File: src/rtl/multicore_system_core_rom_loader.sv
// Boot-image loader: streams words into a program-memory window over its s2 port while holding the core in reset.
// Define LOADER_VERIFY_EN to add a readback pass that re-sums the window and flags a checksum mismatch.
module multicore_system_core_rom_loader #(
    parameter int ADDR_W = 12,
    parameter int DEPTH  = 4096
) (
    input  logic              clk,
    input  logic              reset_n,
    input  logic              start,
    input  logic [ADDR_W-1:0] base_addr,
    input  logic [ADDR_W:0]   word_count,
    input  logic [31:0]       in_data,
    input  logic              in_valid,
    output logic              in_ready,
    output logic [ADDR_W-1:0] mem_address,
    output logic [3:0]        mem_byteenable,
    output logic              mem_chipselect,
    output logic              mem_write,
    output logic [31:0]       mem_writedata,
    output logic              mem_clken,
    input  logic [31:0]       mem_readdata,
    output logic              core_hold,
    output logic              busy,
    output logic              done,
    output logic              error,
    output logic [31:0]       checksum
);
`ifdef LOADER_VERIFY_EN
    typedef enum logic [2:0] {S_IDLE, S_CHECK, S_LOAD, S_DONE, S_VERIFY} state_t;
`else
    typedef enum logic [2:0] {S_IDLE, S_CHECK, S_LOAD, S_DONE} state_t;
`endif

    localparam logic [ADDR_W+1:0] DEPTH_W = (ADDR_W+2)'(DEPTH);
    localparam logic [ADDR_W:0]   ONE     = {{ADDR_W{1'b0}}, 1'b1};

    state_t            state_q, state_d;
    logic [ADDR_W-1:0] base_q, base_d;
    logic [ADDR_W:0]   count_q, count_d;
    logic [ADDR_W:0]   idx_q, idx_d;
    logic              last_q, last_d;
    logic [ADDR_W-1:0] addr_q, addr_d;
    logic [31:0]       wdata_q, wdata_d;
    logic              write_q, write_d;
    logic              cs_q, cs_d;
    logic              hold_q, hold_d;
    logic              done_q, done_d;
    logic              error_q, error_d;
    logic [31:0]       sum_q, sum_d;
    logic              hs;
    logic              illegal;
    logic [ADDR_W+1:0] end_addr;
`ifdef LOADER_VERIFY_EN
    logic [ADDR_W:0]   vidx_q, vidx_d;
    logic [ADDR_W:0]   vcnt_q, vcnt_d;
    logic              rd1_q, rd1_d;
    logic              rd2_q, rd2_d;
    logic [31:0]       vsum_q, vsum_d;
`else
    logic              unused_rd;
    assign unused_rd = ^mem_readdata;
`endif

    assign in_ready       = (state_q == S_LOAD) && !last_q;
    assign hs             = in_valid && in_ready;
    assign end_addr       = {2'b00, base_q} + {1'b0, count_q};
    assign illegal        = (count_q == '0) || ({1'b0, count_q} > DEPTH_W) || (end_addr > DEPTH_W);
    assign mem_address    = addr_q;
    assign mem_writedata  = wdata_q;
    assign mem_write      = write_q;
    assign mem_chipselect = cs_q;
    assign mem_byteenable = 4'hF;
    assign mem_clken      = 1'b1;
    assign core_hold      = hold_q;
    assign busy           = (state_q != S_IDLE);
    assign done           = done_q;
    assign error          = error_q;
    assign checksum       = sum_q;

    always_comb begin
        state_d = state_q;
        base_d  = base_q;
        count_d = count_q;
        idx_d   = idx_q;
        last_d  = last_q;
        addr_d  = addr_q;
        wdata_d = wdata_q;
        write_d = 1'b0;
        cs_d    = 1'b0;
        hold_d  = hold_q;
        done_d  = 1'b0;
        error_d = error_q;
        sum_d   = sum_q;
`ifdef LOADER_VERIFY_EN
        vidx_d  = vidx_q;
        vcnt_d  = vcnt_q;
        rd1_d   = 1'b0;
        rd2_d   = rd1_q;
        vsum_d  = vsum_q;
`endif
        case (state_q)
            S_IDLE: begin
                if (start) begin
                    base_d  = base_addr;
                    count_d = word_count;
                    idx_d   = '0;
                    last_d  = 1'b0;
                    error_d = 1'b0;
                    sum_d   = '0;
                    hold_d  = 1'b1;
                    state_d = S_CHECK;
`ifdef LOADER_VERIFY_EN
                    vidx_d  = '0;
                    vcnt_d  = '0;
                    vsum_d  = '0;
`endif
                end
            end
            S_CHECK: begin
                if (illegal) begin
                    error_d = 1'b1;
                    state_d = S_DONE;
                end else begin
                    state_d = S_LOAD;
                end
            end
            S_LOAD: begin
                if (hs) begin
                    write_d = 1'b1;
                    cs_d    = 1'b1;
                    addr_d  = base_q + idx_q[ADDR_W-1:0];
                    wdata_d = in_data;
                    idx_d   = idx_q + ONE;
                    sum_d   = sum_q + in_data;
                    if (idx_q == count_q - ONE) last_d = 1'b1;
                end
                // last_q means the final strobe is on the port this cycle
                if (last_q) begin
`ifdef LOADER_VERIFY_EN
                    state_d = S_VERIFY;
`else
                    state_d = S_DONE;
`endif
                end
            end
`ifdef LOADER_VERIFY_EN
            S_VERIFY: begin
                if (vidx_q != count_q) begin
                    cs_d   = 1'b1;
                    addr_d = base_q + vidx_q[ADDR_W-1:0];
                    vidx_d = vidx_q + ONE;
                    rd1_d  = 1'b1;
                end
                // rd2_q marks the cycle in which the memory presents data for an earlier address
                if (rd2_q) begin
                    vsum_d = vsum_q + mem_readdata;
                    vcnt_d = vcnt_q + ONE;
                    if (vcnt_q == count_q - ONE) begin
                        if (vsum_d != sum_q) error_d = 1'b1;
                        state_d = S_DONE;
                    end
                end
            end
`endif
            S_DONE: state_d = S_IDLE;
            default: state_d = S_IDLE;
        endcase
        if (state_d == S_DONE && state_q != S_DONE) begin
            done_d = 1'b1;
            hold_d = error_d;
        end
    end

    always_ff @(posedge clk) begin
        if (!reset_n) begin
            state_q <= S_IDLE;
            base_q  <= '0;
            count_q <= '0;
            idx_q   <= '0;
            last_q  <= 1'b0;
            addr_q  <= '0;
            wdata_q <= '0;
            write_q <= 1'b0;
            cs_q    <= 1'b0;
            hold_q  <= 1'b1;
            done_q  <= 1'b0;
            error_q <= 1'b0;
            sum_q   <= '0;
`ifdef LOADER_VERIFY_EN
            vidx_q  <= '0;
            vcnt_q  <= '0;
            rd1_q   <= 1'b0;
            rd2_q   <= 1'b0;
            vsum_q  <= '0;
`endif
        end else begin
            state_q <= state_d;
            base_q  <= base_d;
            count_q <= count_d;
            idx_q   <= idx_d;
            last_q  <= last_d;
            addr_q  <= addr_d;
            wdata_q <= wdata_d;
            write_q <= write_d;
            cs_q    <= cs_d;
            hold_q  <= hold_d;
            done_q  <= done_d;
            error_q <= error_d;
            sum_q   <= sum_d;
`ifdef LOADER_VERIFY_EN
            vidx_q  <= vidx_d;
            vcnt_q  <= vcnt_d;
            rd1_q   <= rd1_d;
            rd2_q   <= rd2_d;
            vsum_q  <= vsum_d;
`endif
        end
    end
endmodule

File: config.mk
export PLATFORM = sky130hd
export DESIGN_NAME = multicore_system_core_rom_loader
export DESIGN_NICKNAME = d
export VERILOG_FILES = /design/src/rtl/multicore_system_core_rom_loader.sv
export SDC_FILE = /design/constraint.sdc
export NUM_CORES = 1
export LEC_CHECK = 0
export CORE_ASPECT_RATIO = 0.9
export CORE_MARGIN = 8
export CORE_UTILIZATION = 45
export CTS_BUF_LIST = sky130_fd_sc_hd__clkbuf_4
export DETAILED_ROUTE_END_ITERATION = 6
export PLACE_DENSITY = 0.73
export SETUP_SLACK_MARGIN = 0.4
export SLEW_MARGIN = 20
export SYNTH_ARGS = -nofsm -noshare
export SYNTH_HDL_FRONTEND = slang
export SYNTH_SLANG_ARGS = --single-unit
File: constraint.sdc
create_clock -name clk -period 3.99 [get_ports clk]
set_clock_uncertainty 0.1 [all_clocks]
set_input_delay 0.5985 -clock clk [delete_from_list [all_inputs] [get_ports clk]]
set_output_delay 0.5985 -clock clk [all_outputs]
set_load 0.05 [all_outputs]
==> summary.md <==
| Metric | Value |
|---|---|
| First-pass GRT wire length | `~34000 µm` |
| Fraction of registers with async set/reset | `0%` |
| Core footprint | `approximately 17000 µm²` |
| Clk slew on worst S/H paths | `110 ps` |
| Post-DR vias/cell | `between 5 and 6` |
| DR vias | `7175` |
| Mapped Area | `between 7000 and 8000 µm²` |
| Final Slew Violations | `0` |
| Wire per inst | `~16 µm` |
| Post-CTS Hold Buffers | `0` |
| Post-route setup slack | `791.5 ps` |
| #FFs+latches synth | `122` |
| Clock latency on the worst-skew pair | `between 500 and 600 ps` |
| Max Cap Violations | `0` |
| Post-synth EDFFs | `0` |
| Die area | `~21000 µm²` |
| Worst Tran Pin Value | `between 900 and 1000 ps` |
| Cells after Synth | `just under 1k` |
| Critical Path RT | `between 3000 and 4000 ps` |
| Avg Inst Size Synth | `between 7 and 8 µm²` |
| Post-route cell area | `9475 µm²` |
| CTS Sinks | `approximately 120` |
| CTS tree | `built` |
| Row count | `45` |
| Hold WC Path Type | `flip-flop to flip-flop` |
| Nets | `between 1k and 1.5k` |
| Initial antenna violation count | `1` |
| Power Density | `between 200 and 300 nW/µm²` |
| Slew margin rel. | `approximately 39%` |
| CP Capture Type | `output port` |
| Final min period | `approximately 3200 ps` |
| Drt drc | `0` |
| Leak | `3.689 nW` |
| Setup bufs post-CTS | `0` |
| Drt initial violations | `~350` |
| Cells resized by post-CTS repair | `0` |
| Worst r2r src | `idx_q[1]$_SDFFE_PN0P_` |
| Worst Hold End | `mem_writedata[28]$_SDFFE_PN0P_` |
| Setup TNS | `0 ps` |
| Crit start category | `flip-flop` |
| WHS Path Cells | `2` |
| FMAX | `approximately 0.31 GHz` |
| Routed Antenna Nets | `0` |
| Unrepaired setup endpoints after global routing | `false` |
| GRT Util Overall | `between 10% and 20%` |
| Layout cell share with drive strength beyond 1 | `around 4.8%` |
| FF-to-FF setup slack | `about 930 ps` |
| # port buffers | `approximately 140` |
| Max VDD drop | `roughly 0.22 mV` |
| Setup-failing EPs final | `0` |
| Sequential-to-total area share from yosys stat | `31.95%` |
| Final WL | `a little over 20000 µm` |
| CTS root buf | `clkbuf_4` |
| H-tree levels | `4` |
| Top cell type's share of synthesized area | `a little under a third` |
| WP data arrival | `roughly 2500 ps` |
| Outcome | `finished clean` |
| TritonRoute pass-1 iters | `5` |
| Crit Path Class | `flip-flop to output port` |
| Die outline width | `between 150 and 200 µm` |
| Final Cycle Share | `roughly four fifths` |
| Place WS | `just under 300 ps` |
| Max FO, Critical Path | `5` |
| Final hold violation count | `0` |
| GR Overflow Total | `0` |
| Die boundary height | `about 140 µm` |
| Detailed placement HPWL | `between 15000 and 20000 µm` |
| IO Pins | `roughly 180` |
| Reg-to-reg endpoint | `mem_address[11]$_SDFFE_PN0P_` |
| Synth area leader | `dfxtp_1` |
| Vias in the first global route | `around 6.7k` |
| Largest net degree at the start of global routing | `a little under 80` |
| R2R depth | `9` |
| GP Congestion | `0.9285` |
| Clock Path Buffers | `2` |
| Layout Area Growth over Synthesis | `23.96%` |
| YS warnings | `0` |
| Synth unique cells | `a little over 60` |
| Top_reg_cell synth | `dfxtp_1` |
| Hold path start | `mem_writedata[28]$_SDFFE_PN0P_` |
| Initial core utilization | `45.56%` |
| Placed inst area | `9246 µm²` |
| CTS buffer count | `17` |
| Synth area leaders | `dfxtp_1 32%, nand2_1 9.5%, ha_1 9.2%` |
-- state kept, by name (all words and copies together) (netlist names) --
signal / cells
base_q: 12
count_q: 13
mem_chipselect: 1
error: 1
done: 1
state_q: 3
mem_writedata: 32
mem_address: 12
core_hold: 1
last_q: 1
idx_q: 13
checksum: 32
-- synth_stat cells, types with 8 or more instances --
cell type / instances
nor3b_1: 8
xor2_1: 25
nand3_1: 37
ha_1: 56
nor2_1: 41
nor2b_1: 8
xnor2_1: 40
nand2b_1: 9
clkbuf_1: 36
and3_1: 14
a21oi_1: 56
a211oi_1: 10
dfxtp_1: 122
o21bai_1: 9
inv_1: 27
a21o_1: 17
o21ai_0: 61
nand2_1: 194
a21boi_0: 68
nor3_1: 11
and2_1: 21
-- power by group --
group / leakage (nW) / internal, mW / total [mW] / switching, mW
clock network: 0.125 / 0.303 / 0.768 / 0.465
logic: 2.58 / 0.173 / 0.384 / 0.211
registers: 0.986 / 1.23 / 1.26 / 0.0231
-- layout by cell type, fill, tap and decap left out, drive strengths merged, types with 5 or more instances in the layout --
cell type / n
nand2: 194
clkdlybuf4s50: 142
dfxtp: 122
a21boi: 68
o21ai: 61
a21oi: 56
ha: 56
nor2: 41
xnor2: 40
nand3: 37
inv: 27
xor2: 25
and2: 21
clkbuf: 19
a21o: 17
and3: 15
buf: 12
nor3: 11
a211oi: 10
nand2b: 9
o21bai: 9
clkinv: 9
nor3b: 8
nor2b: 8
or3: 7
a31oi: 7
o211ai: 6
conb: 6
nor4: 5
nand4: 5
-- how the worst max path moves through the flow --
stage	from	endpoint	slack, ps	cells past startpoint
final	state_q[1]$_SDFF_PN0_	in_ready	790	4
after global routing	in_data[4]	checksum[29]$_SDFFE_PN0P_	630	10
after CTS	state_q[1]$_SDFF_PN0_	in_ready	780	4
after detailed placement	in_data[0]	checksum[30]$_SDFFE_PN0P_	290	11
after global placement	in_data[0]	checksum[30]$_SDFFE_PN0P_	290	11
after floorplan	checksum[0]$_SDFFE_PN0P_	checksum[30]$_SDFFE_PN0P_	860	10
-- cell type report --
| cell class | count | area (µm²) |
|---|---|---|
| multi-input cells | 779 | 4930 |
| fillers | 1641 | 7303 |
| clock buffers | 19 | 142.6 |
| inverters | 27 | 101.3 |
| flip-flops and latches | 122 | 2442 |
| diodes | 1 | 2.502 |
| repair buffers | 154 | 1509 |
| clock inverters | 12 | 83.83 |
| well taps | 211 | 264.0 |
-- worst max-delay path, stage by stage (launching register included) --
cell and delay (ps):
dfxtp_1 430, nor3b_1 210, buf_4 160, nor2b_1 280, clkdlybuf4s50_1 870
-- stage by stage --
stage	total power, mW	hold slack, ps	utilization, %	cells
final	2.408	366.8	56.47	1325
after global placement	1.660	349.0	55.11	1293
after detailed placement	1.665	356.3	55.11	1293
after CTS	2.427	370.9	56.46	1324
after global routing	2.525	385.3	56.47	1325
after floorplan	1.530	365.3	-	974
-- cell families (layout without fill, tap and decap cells) --
family,count (synthesis),after routing,share of synthesized area (%)
AOI/OAI and AO/OA,266,266,22.82
xor gates and xnor gates,65,65,7.448
adders and majority gates,59,59,9.953
buffers and inverters,73,212,3.879
DFF,122,122,31.95
muxes,7,7,0.9658
other,2,7,0.09825
and+or+nand+nor,376,376,22.88
-- metal layers --
layer	GRT usage, %	vias up	part of all wire, %
met5	0	-	0
met4	4.894	0	1.0
met3	5.200	21	6.6
met2	29.99	193	43
met1	25.54	3301	49
li1	-	3660	-
(Power assumes the default switching activity.)
==> patch (config.mk and constraints unchanged) <==
The 4 states of `state_t` get a one-hot encoding in 4 bits.
--- a/src/rtl/multicore_system_core_rom_loader.sv
+++ b/src/rtl/multicore_system_core_rom_loader.sv
@@ -29,5 +29,5 @@
     typedef enum logic [2:0] {S_IDLE, S_CHECK, S_LOAD, S_DONE, S_VERIFY} state_t;
 `else
-    typedef enum logic [2:0] {S_IDLE, S_CHECK, S_LOAD, S_DONE} state_t;
+    typedef enum logic [3:0] {S_IDLE = 4'b0001, S_CHECK = 4'b0010, S_LOAD = 4'b0100, S_DONE = 4'b1000} state_t;
 `endif
 
Function: same outputs for any inputs over 4 cycles, from zero or initial values and one cycle with reset_n low; so few cycles prove little.
==> patch against the unedited design <==
- routed wire length shrank 0.96%
- global-route usage grew 0.42 points
- area after synthesis shrank 2.7%
- total power grew 7.1%
- final area shrank 2.2%
- sequential cell count grew 1
- count of clock-buffer cells in the layout shrank 2
- register-to-register slack lost 0.18 ns
- worst setup slack lost 0.070 ns
- largest cell class unchanged
- fmax shrank 2.2%
==> patch: results (changes against the unedited design) <==
| Metric | Value |
|---|---|
| Layout net count | `1230 (was 1253)` |
| Largest stage delay on the critical path | `0.84 ns (was 0.87 ns)` |
| R2R Setup Slk | `0.75 ns (was 0.93 ns)` |
| Cell family with most CP delay | `simple AND/OR/NAND/NOR gates (was buffers and inverters)` |
| Reg-to-reg endpoint | `state_q[2] (was mem_address[11])` |
| Layout cell share with drive strength beyond 1 | `5.68% (was 4.76%)` |
| Hold Crit Start | `mem_writedata[12] (was mem_writedata[28])` |
| Overall via count from detail_route | `7136 (was 7175)` |
| Biggest fanout along the worst timing path | `7 (was 5)` |
| Top area cells in the synthesized netlist | `dfxtp_1 (33%), nand2_1 (9.4%), ha_1 (9.4%) (was dfxtp_1 (32%), nand2_1 (9.5%), ha_1 (9.2%))` |
| Switching power as a share of total power | `30.2% (was 29.0%)` |
| Sink of the worst hold path | `mem_writedata[12] (was mem_writedata[28])` |
| Detailed-route wire length | `20500 µm (was 20700 µm)` |
| Path depth of the worst reg2reg path | `12 (was 9)` |
| Register area share after synthesis | `33.1% (was 32.0%)` |
| Maximum vdd ir drop | `0.254 mV (was 0.217 mV)` |
| Number of global-route vias before repair | `6548 (was 6749)` |
| Total routing usage reported by global routing | `19.6% (was 19.1%)` |
| Total leakage power | `0.00358 µW (was 0.00369 µW)` |
| Outcome | `finished, final reports clean (unchanged)` |
| Worst slew slack as a fraction of its limit | `43.5% (was 39.0%)` |
| Hold Worst Slack | `0.361 ns (was 0.367 ns)` |
| Wire length of the first global-routing pass | `32900 µm (was 33700 µm)` |
| Largest net degree at the start of global routing | `71 (was 79)` |
| Number of unique standard cell types used by synthesis | `69 (was 61)` |
| Routability-driven placement congestion ratio | `0.897 (was 0.929)` |
| Reg-to-reg startpoint | `count_q[0] (was idx_q[1])` |
| Number of design-rule violations left by the first detailed-router iteration | `526 (was 352)` |
| Worst Path Arrival | `2.57 ns (was 2.50 ns)` |
-- patch: cell types whose count changed in the layout (fill, tap and decap cells not counted), sizes merged, moves of 4 or more --
cell    before  now
a21boi      68    2
o22ai        0    4
o21ai       61   54
o21a         2    9
and3        15    7
xnor2       40   26
nor3b        8    2
nand4        5   15
o21bai       9    2
a21o        17   12
nand2      194  188
and2        21    7
xor2        25   29
a21oi       56  122
-- patch: area by class of cell --
class / instances / area, µm²
Tap cell: 207 / 259
Sequential cell: 123 / 2460
Antenna cell: 1 / 2.50
Fill cell: 1551 / 6920
Multi-Input combinational cell: 756 / 4660
Inverter: 28 / 105
Clock buffer: 17 / 128
Clock inverter: 15 / 150
Timing Repair Buffer: 152 / 1500
-- patch: cell families after synthesis --
family | count (synthesis) | synth area share (%)
AOI/OAI and AO/OA | 269 | 22.3
other | 1 | 0.0504
xor gates and xnor gates | 55 | 6.47
adders and majority gates | 59 | 10.2
and+or+nand+nor | 362 | 22.5
buffers and inverters | 79 | 4.46
DFF | 123 | 33.1
muxes | 6 | 0.841
-- patch: per-stage QoR --
step / total power, µW / setup WS, ns / utilization [%] / cells / instance area, µm²
finish: 2580 / 0.721 / 57.3 / 1299 / 9270
floorplan: 1590 / 0.923 / - / 958 / 7450
detailed placement: 1730 / 0.271 / 55.5 / 1266 / 8990
global route: 2720 / 0.568 / 57.3 / 1299 / 9270
CTS: 2600 / 0.673 / 57.3 / 1298 / 9270
global placement: 1730 / 0.272 / 55.5 / 1266 / 8990
-- patch: per-layer routing --
metal	global-route usage [%]	up-vias	share of wire (%)	routed length [µm]
met2	30.1	170	43	8890
met4	6.74	0	2.1	434
li1	-	3636	-	-
met5	0	-	0	0
met3	4.60	25	6.9	1420
met1	26.3	3305	48	9770
